## config.mk

```make
export PLATFORM = sky130hd
export DESIGN_NAME = apb_regfile_slave
export DESIGN_NICKNAME = d
export VERILOG_FILES = /design/src/rtl/apb_regfile_slave.sv
export SDC_FILE = /design/constraint.sdc
export NUM_CORES = 1
export LEC_CHECK = 0
export CORE_ASPECT_RATIO = 1.25
export CORE_MARGIN = 2
export CORE_UTILIZATION = 40
export CTS_BUF_LIST = sky130_fd_sc_hd__clkbuf_8 sky130_fd_sc_hd__clkbuf_16
export DETAILED_ROUTE_END_ITERATION = 8
export PLACE_DENSITY = 0.64
export SYNTH_ARGS = -nofsm -noshare
export SYNTH_HDL_FRONTEND = slang
export SYNTH_SLANG_ARGS = --single-unit
```

## constraint.sdc

```tcl
create_clock -name apbClk -period 9.27 [get_ports apbClk]
set_input_delay 2.3175 -clock apbClk [delete_from_list [all_inputs] [get_ports apbClk]]
set_output_delay 2.3175 -clock apbClk [all_outputs]
set_load 0.05 [all_outputs]
```

## src/rtl/apb_regfile_slave.sv

```systemverilog
// rtl/apb_regfile_slave.sv - APB completer with a register bank, write counter and programmable wait states

// Shared APB width constants used as parameter defaults.
package definesPkg;
  localparam int APB_ADDR_WIDTH = 32;
  localparam int APB_DATA_WIDTH = 32;
endpackage

module apb_regfile_slave #(
  parameter int APB_ADDR_WIDTH = definesPkg::APB_ADDR_WIDTH,
  parameter int APB_DATA_WIDTH = definesPkg::APB_DATA_WIDTH,
  parameter int NUM_REGS       = 8,
  parameter int WAIT_STATES    = 0
) (
  input  logic                      apbClk,
  input  logic                      rst,
  input  logic                      PSEL,
  input  logic                      PENABLE,
  input  logic                      PWRITE,
  input  logic [APB_ADDR_WIDTH-1:0] PADDR,
  input  logic [APB_DATA_WIDTH-1:0] PWDATA,
  output logic [APB_DATA_WIDTH-1:0] PRDATA,
  output logic                      PREADY,
  output logic                      PSLVERR
);

  // Byte-lane bits dropped from PADDR to form the word index.
  localparam int LANE_BITS = $clog2(APB_DATA_WIDTH / 8);
  localparam logic [APB_ADDR_WIDTH-1:0] WCNT_IDX  = APB_ADDR_WIDTH'(NUM_REGS - 1);
  localparam logic [APB_ADDR_WIDTH-1:0] NREG_IDX  = APB_ADDR_WIDTH'(NUM_REGS);
  localparam logic [3:0]                WAIT_LOAD = 4'(WAIT_STATES);

  typedef enum logic [1:0] {
    ST_IDLE,
    ST_WAIT,
    ST_READY
  } state_t;

  state_t state, state_nxt;

  logic [APB_ADDR_WIDTH-1:0] setup_idx;
  logic [APB_ADDR_WIDTH-1:0] idx_q;
  logic [APB_ADDR_WIDTH-1:0] cur_idx;
  logic                      wr_q;
  logic                      cur_wr;
  logic                      cur_err;
  logic [3:0]                cnt_q, cnt_nxt;
  logic                      setup_seen;
  logic                      complete;
  logic                      do_write;
  logic                      enter_ready;
  logic                      pready_nxt;
  logic                      pslverr_nxt;
  logic [APB_DATA_WIDTH-1:0] prdata_nxt;
  logic [APB_DATA_WIDTH-1:0] rd_mux;
  logic [APB_DATA_WIDTH-1:0] wcnt_q;
  logic [APB_DATA_WIDTH-1:0] regs [NUM_REGS-1];

  assign setup_idx  = PADDR >> LANE_BITS;
  assign setup_seen = PSEL && !PENABLE;
  assign complete   = (state == ST_READY) && PSEL && PENABLE;
  // The error flag already registered on PSLVERR decides whether the write commits.
  assign do_write   = complete && wr_q && !PSLVERR;

  // In IDLE the decode must look at the live bus; later it uses the setup-phase latch.
  assign cur_idx     = (state == ST_IDLE) ? setup_idx : idx_q;
  assign cur_wr      = (state == ST_IDLE) ? PWRITE : wr_q;
  assign cur_err     = (cur_idx >= NREG_IDX) || (cur_wr && (cur_idx == WCNT_IDX));
  assign enter_ready = (state_nxt == ST_READY) && (state != ST_READY);

  // State register.
  always_ff @(posedge apbClk or negedge rst) begin
    if (!rst) begin
      state <= ST_IDLE;
    end else begin
      state <= state_nxt;
    end
  end

  // Next-state decode; PSEL low in WAIT or READY aborts the transfer.
  always_comb begin
    state_nxt = state;
    case (state)
      ST_IDLE: begin
        if (setup_seen) begin
          state_nxt = (WAIT_STATES == 0) ? ST_READY : ST_WAIT;
        end
      end
      ST_WAIT: begin
        if (!PSEL) begin
          state_nxt = ST_IDLE;
        end else if (cnt_q <= 4'd1) begin
          state_nxt = ST_READY;
        end
      end
      ST_READY: begin
        if (!PSEL || PENABLE) begin
          state_nxt = ST_IDLE;
        end
      end
      default: state_nxt = ST_IDLE;
    endcase
  end

  // Read data selection for the index being decoded; unmapped indices read as 0.
  always_comb begin
    rd_mux = '0;
    for (int i = 0; i < NUM_REGS - 1; i++) begin
      if (cur_idx == APB_ADDR_WIDTH'(i)) begin
        rd_mux = regs[i];
      end
    end
    if (cur_idx == WCNT_IDX) begin
      rd_mux = wcnt_q;
    end
  end

  // Next values of the registered outputs and the wait counter.
  always_comb begin
    pready_nxt  = PREADY;
    pslverr_nxt = PSLVERR;
    prdata_nxt  = PRDATA;
    cnt_nxt     = cnt_q;
    if (enter_ready) begin
      pready_nxt  = 1'b1;
      pslverr_nxt = cur_err;
      if (!cur_wr) begin
        prdata_nxt = cur_err ? '0 : rd_mux;
      end
    end else if (state_nxt == ST_IDLE) begin
      pready_nxt  = 1'b0;
      pslverr_nxt = 1'b0;
    end
    if ((state == ST_IDLE) && setup_seen) begin
      cnt_nxt = WAIT_LOAD;
    end else if ((state == ST_WAIT) && (cnt_q != 4'd0)) begin
      cnt_nxt = cnt_q - 4'd1;
    end
  end

  // Setup-phase latch of word index and direction.
  always_ff @(posedge apbClk or negedge rst) begin
    if (!rst) begin
      idx_q <= '0;
      wr_q  <= 1'b0;
    end else if ((state == ST_IDLE) && setup_seen) begin
      idx_q <= setup_idx;
      wr_q  <= PWRITE;
    end
  end

  // Registered bus outputs and wait counter.
  always_ff @(posedge apbClk or negedge rst) begin
    if (!rst) begin
      PREADY  <= 1'b0;
      PSLVERR <= 1'b0;
      PRDATA  <= '0;
      cnt_q   <= 4'd0;
    end else begin
      PREADY  <= pready_nxt;
      PSLVERR <= pslverr_nxt;
      PRDATA  <= prdata_nxt;
      cnt_q   <= cnt_nxt;
    end
  end

  // Register bank and write counter; PWDATA is taken at the completion edge.
  always_ff @(posedge apbClk or negedge rst) begin
    if (!rst) begin
      for (int i = 0; i < NUM_REGS - 1; i++) begin
        regs[i] <= '0;
      end
      wcnt_q <= '0;
    end else if (do_write) begin
      for (int i = 0; i < NUM_REGS - 1; i++) begin
        if (idx_q == APB_ADDR_WIDTH'(i)) begin
          regs[i] <= PWDATA;
        end
      end
      wcnt_q <= wcnt_q + APB_DATA_WIDTH'(1);
    end
  end

endmodule

```

Word-level counts from Yosys, hierarchy flattened
Index checks and enable logic that the tools add are counted. W data, S select, Z words.

Add/sub/neg operators: 2. Magnitude comparators: 2. Eq/ne operators: 17. Multiplexer cells: 21. Bitwise gates (word level): 1. Reduce and logical (&&, ||, !) cells: 29.

Operator list (number): $mux W32 (9); $eq A30 B3 Y1 const B (7); $eq A30 B2 Y1 const B (4); $logic_not A32 Y1 (2); $eq A30 B1 Y1 const B (2); $add A32 B1 Y32 const B (1); $ge A30 B4 Y1 const B (1); $mux W30 (1); $reduce_and A2 Y1 (8); $logic_and A1 B1 Y1 (9); $mux W2 (4); $mux W4 (2); $pmux W2 S3 (1); $eq A2 B2 Y1 const B (2); $le A4 B1 Y1 const B (1); $logic_not A2 Y1 (2); $mux W1 (4); $reduce_bool A2 Y1 (2); $reduce_bool A4 Y1 (1); $sub A4 B1 Y4 const B (1); $logic_not A1 Y1 (3); $eq A2 B1 Y1 const B (1); $logic_or A1 B1 Y1 (2); $ne A2 B2 Y1 const B (1); $not A1 Y1 (1).

Flip-flop bits (word level): 327. Bits of input ports: 69. Output and inout bits: 34. Word-level logic and storage cells: 87.

Depth between registers and ports, before layout
Depth after elaboration: 12. Mapped depth: 11. Mapped depth without buffers: 9.

Worst setup path before layout
No wires, ideal clock.

Path type: in2reg. Start: input port PWRITE. End: register PRDATA[10]. Library setup time: 67 ps. Data arrival time: 4442 ps. Data required time: 9203 ps. Setup slack: 4761 ps. Stages: 8. Path buffers: 2. Cells stage by stage: mux2_4 or4b_4 or4b_1 buf_2 nor4_4 buf_6 a22oi_1 nand2_1.

Longest elaborated chain between the ends: 4. Elaborated cells between the ends (all ways): 6. Classes of those cells: mux (2); bitwise (1); reduce/logical (3).

Ends and longest elaborated chain: start: declaration (line 19) `input logic PWRITE,`; $mux W1 * (line 67) `assign cur_wr = (state == ST_IDLE) ? PWRITE : wr_q;`; $logic_and A1 B1 Y1 (line 68) `assign cur_err = (cur_idx >= NREG_IDX) || (cur_wr && (cur_idx == WCNT_IDX));`; $logic_or A1 B1 Y1 (line 68); $mux W32 (line 128) `prdata_nxt = cur_err ? '0 : rd_mux;`; end signal: assignment (line 162) `PRDATA <= prdata_nxt;`; end: declaration (line 22) `output logic [APB_DATA_WIDTH-1:0] PRDATA,`.

Mark *: on every way between the ends. The rest lies on a longest branch, timed or not. A chain may end at the register's enable or synchronous reset.

Worst setup path in the final report
Start: input port PADDR[9]. End: register PRDATA[31].

Longest elaborated chain between the ends: 11. Elaborated cells between the ends (all ways): 21. Classes of those cells: order compare (1); eq/ne (7); mux (10); reduce/logical (3).

Ends and longest elaborated chain: start: declaration (line 20) `input logic [APB_ADDR_WIDTH-1:0] PADDR,`; $mux W30 * (line 66) `assign cur_idx = (state == ST_IDLE) ? setup_idx : idx_q;`; $logic_not A32 Y1 (line 109) `if (cur_idx == APB_ADDR_WIDTH'(i)) begin`; $mux W32 (7 in a row) (line 109); $mux W32 (line 113) `if (cur_idx == WCNT_IDX) begin`; $mux W32 * (line 128).

Marks and branches as above.

==> impl_metrics.json <==
{
  "worst_pin_slew_ns": 1.23,
  "cp_slowest_cell": "nor2_1",
  "detailed_place_hpwl_um": 24300,
  "status": "finished clean",
  "slew_headroom": 0.181,
  "clock_skew_ns": 0.00947,
  "fin_util": 0.477,
  "die_w_um": 177,
  "max_stage_delay_ns": 0.94,
  "grt_start_max_net_pins": 188,
  "synth_mux_area_frac": 0.207,
  "synth.net_count": 1301,
  "antenna_found_initial": 2,
  "grt_pass1_wl_um": 63300,
  "ioPinCount": 103,
  "dr.pass1.iters": 5,
  "maxCapViolCount": 0,
  "synth_cell_types": 54,
  "yosys.area_share.simple": 0.104,
  "cellPowerDensity_mw_per_mm2": 172,
  "synth_top_family_by_area": "multiplexers",
  "placed_area_mm2": 0.0166,
  "fmax_ghz": 0.176,
  "grt.total_usage": 0.209,
  "ant_nets": 0,
  "hold_buffers": 0,
  "timing.final.crit_share": 0.612,
  "ys_async_sr_fraction": 1.00,
  "routed_wl_um": 39900,
  "clockBufferDepth": 3,
  "drc_errors": 0,
  "drtIter0Drc": 824,
  "synth_edf_count": 0,
  "critical_path_required_ns": 9.64,
  "crit_path_start_kind": "input pin",
  "postCtsSetupBuffers": 0,
  "path_class": "in2reg",
  "hold_path_class": "reg2reg",
  "nNetsFinal": 1373,
  "gp_congestion": 0.828,
  "yosysSeqAreaShare": 0.545,
  "arrival_ns": 6.04,
  "syn_avg_cell_area_um2": 12.2,
  "cts_buffers": 34,
  "leakage_uw": 0.00803,
  "root_buffer": "clkbuf_16",
  "ctsResizeCount": 0,
  "start_util": 0.404,
  "finalCriticalPeriod_ns": 5.67,
  "die_h_um": 221,
  "yosys.area_share.adder": 0.00333,
  "fillCellCount": 3390,
  "drive_above_1_share": 0.268,
  "portBuffers": 100,
  "cp_cell_sequence": "clkdlybuf4s50_1 -> or4_1 -> o32ai_1 -> o211ai_1 -> buf_4 -> nor2_1 -> nand2_1 -> o221ai_1 -> o21ai_0",
  "vias": 10700,
  "rsz0062_at_grt": "false",
  "whs_ns": 0.498,
  "via_per_inst": 5.88,
  "htreeDepth": 2,
  "synth_xor_area_frac": 0.0198,
  "yosys_warnings": 0,
  "grt_pass1_vias": 11100,
  "wire_per_inst_um": 22.0,
  "synth_seq_cells": 327,
  "tns_ns": 0,
  "worstSetupEndpointType": "flop",
  "ir_drop_mv": 0.116,
  "ys.flop_type": "dfrtp_1",
  "gr-total-overflow": 0,
  "core_region_area_mm2": 0.0372,
  "synth-compound-area-share": 0.0932,
  "cts.sinks": 327,
  "tritoncts": "yes",
  "crit_path_max_fanout": 24,
  "netlist_area_mm2": 0.0150,
  "setup-violations-final": 0,
  "hold_viol_final": 0,
  "fin_area_mm2": 0.0177,
  "synth_cells": 1228,
  "row_count": 79,
  "die-area_mm2": 0.0391,
  "clk_latency_ns": 0.52,
  "maxSlewViolCount": 0,
  "clk_pin_slew_ns": 0.06,
  "area_growth_pct": 17.9
}
flip-flops by register name, indices dropped and copies added (netlist names):
signal and flops:
wcnt_q 32, PSLVERR 1, PREADY 1, PRDATA 32, regs 224, wr_q 1
state 2, idx_q 30, cnt_q 4
stage by stage:
step                      setup slack (ns)  total power [uW]  instances
after floorplan                       4.76              1580       1228
after global placement                3.19              1680       1750
after detailed placement              3.16              1690       1750
after CTS                             3.69              3090       1812
after global routing                  3.43              3160       1812
final                                 3.60              3050       1813
report_power, final:
part	internal [uW]	leakage, uW	switching [uW]
sequential	1460	0.00448	22.7
combinational	68.8	0.00294	110
clock	830	0.000609	560
worst max-delay path, delay by kind of cell:
family          cells  cell delay [ns]
buf+inv             2             0.73
compound gates      4             1.03
simple gates        3             1.96
area by class of cell:
class	instances	area, um2	share of cell area
Antenna cell	1	2.50	0.000141
Clock buffer	44	1020	0.0577
Clock inverter	18	129	0.00727
Inverter	13	48.8	0.00275
Multi-Input combinational cell	799	6520	0.368
Sequential cell	327	8180	0.462
Tap cell	486	608	0.0343
Timing Repair Buffer	125	1210	0.0681
Yosys cell counts, drive strengths merged, types with 3 or more instances:
library cell  count  share of area
a211o             3         0.0017
a221o             5         0.0033
a22o              3         0.0017
a22oi            32          0.016
a2bb2oi           4         0.0023
a311oi           17         0.0099
a31oi             9         0.0037
a32oi             7         0.0041
and3              7         0.0029
and4              3         0.0017
buf              23         0.0080
clkbuf           66          0.016
dfrtp           327           0.54
ha                4         0.0033
inv              13         0.0032
mux2            263           0.20
mux2i            15          0.010
nand2            50          0.012
nand2b           15         0.0062
nand3            20         0.0067
nand4            42          0.017
nor2             55          0.014
nor2b             4         0.0017
nor3             29         0.0097
nor4             51          0.022
o211ai           22          0.011
o21ai            40          0.013
o221ai           24          0.014
o22ai            11         0.0046
o32a              4         0.0027
o32ai             3         0.0017
or3               3         0.0012
or4               4         0.0020
xnor2            27          0.016
xor2              7         0.0041
layer usage:
layer  vias up  track usage  share of wire
li1       4776            -              -
met1      5557        0.269           0.43
met2       243        0.358           0.49
met3        79       0.0309          0.047
met4         2       0.0732          0.029
met5         -            0        0.00033
worst paths after layout:
path | endpoint | slack (ns) | cells past startpoint | startpoint
min in group asynchronous | regs[219] | 1.77 | 1 | rst
setup reg to reg | PRDATA[31] | 4.99 | 8 | idx_q[4]
hold reg to reg | wcnt_q[6] | 0.50 | 1 | wcnt_q[6]
hold / removal | wcnt_q[6] | 0.50 | 1 | wcnt_q[6]
max in group asynchronous | regs[35] | 6.01 | 2 | rst
setup / recovery | PRDATA[31] | 3.60 | 9 | PADDR[9]
cell usage in the layout, fill, tap and decap left out, types with 3 or more instances in the layout:
cell	n
mux2_2	262
o221ai_1	24
o22ai_1	11
nor2_1	54
a211o_1	3
o21ai_0	39
buf_4	24
and3_1	7
ha_1	4
or3_1	3
clkdlybuf4s50_1	99
o32a_1	4
xor2_1	7
xnor2_1	27
a31oi_1	9
o211ai_1	22
a311oi_1	17
clkbuf_16	37
nor3_1	27
or4_1	4
nand2b_1	14
nand3_1	18
and4_1	3
dfrtp_1	327
a221o_1	5
nand2_1	50
a22o_1	3
clkinv_2	4
a22oi_1	32
inv_1	24
clkbuf_8	7
nand4_1	42
nor4_1	49
a2bb2oi_1	4
a32oi_1	7
mux2i_1	14
nor2b_1	4
kinds of logic after synthesis:
kind of cell / count (synthesis)
muxes: 278
AOI/OAI and AO/OA: 190
DFF: 327
xor gates and xnor gates: 34
buffers and inverters: 102
adders and majority gates: 4
and+or+nand+nor: 293
No activity file was read; power rests on OpenSTA's default activity.
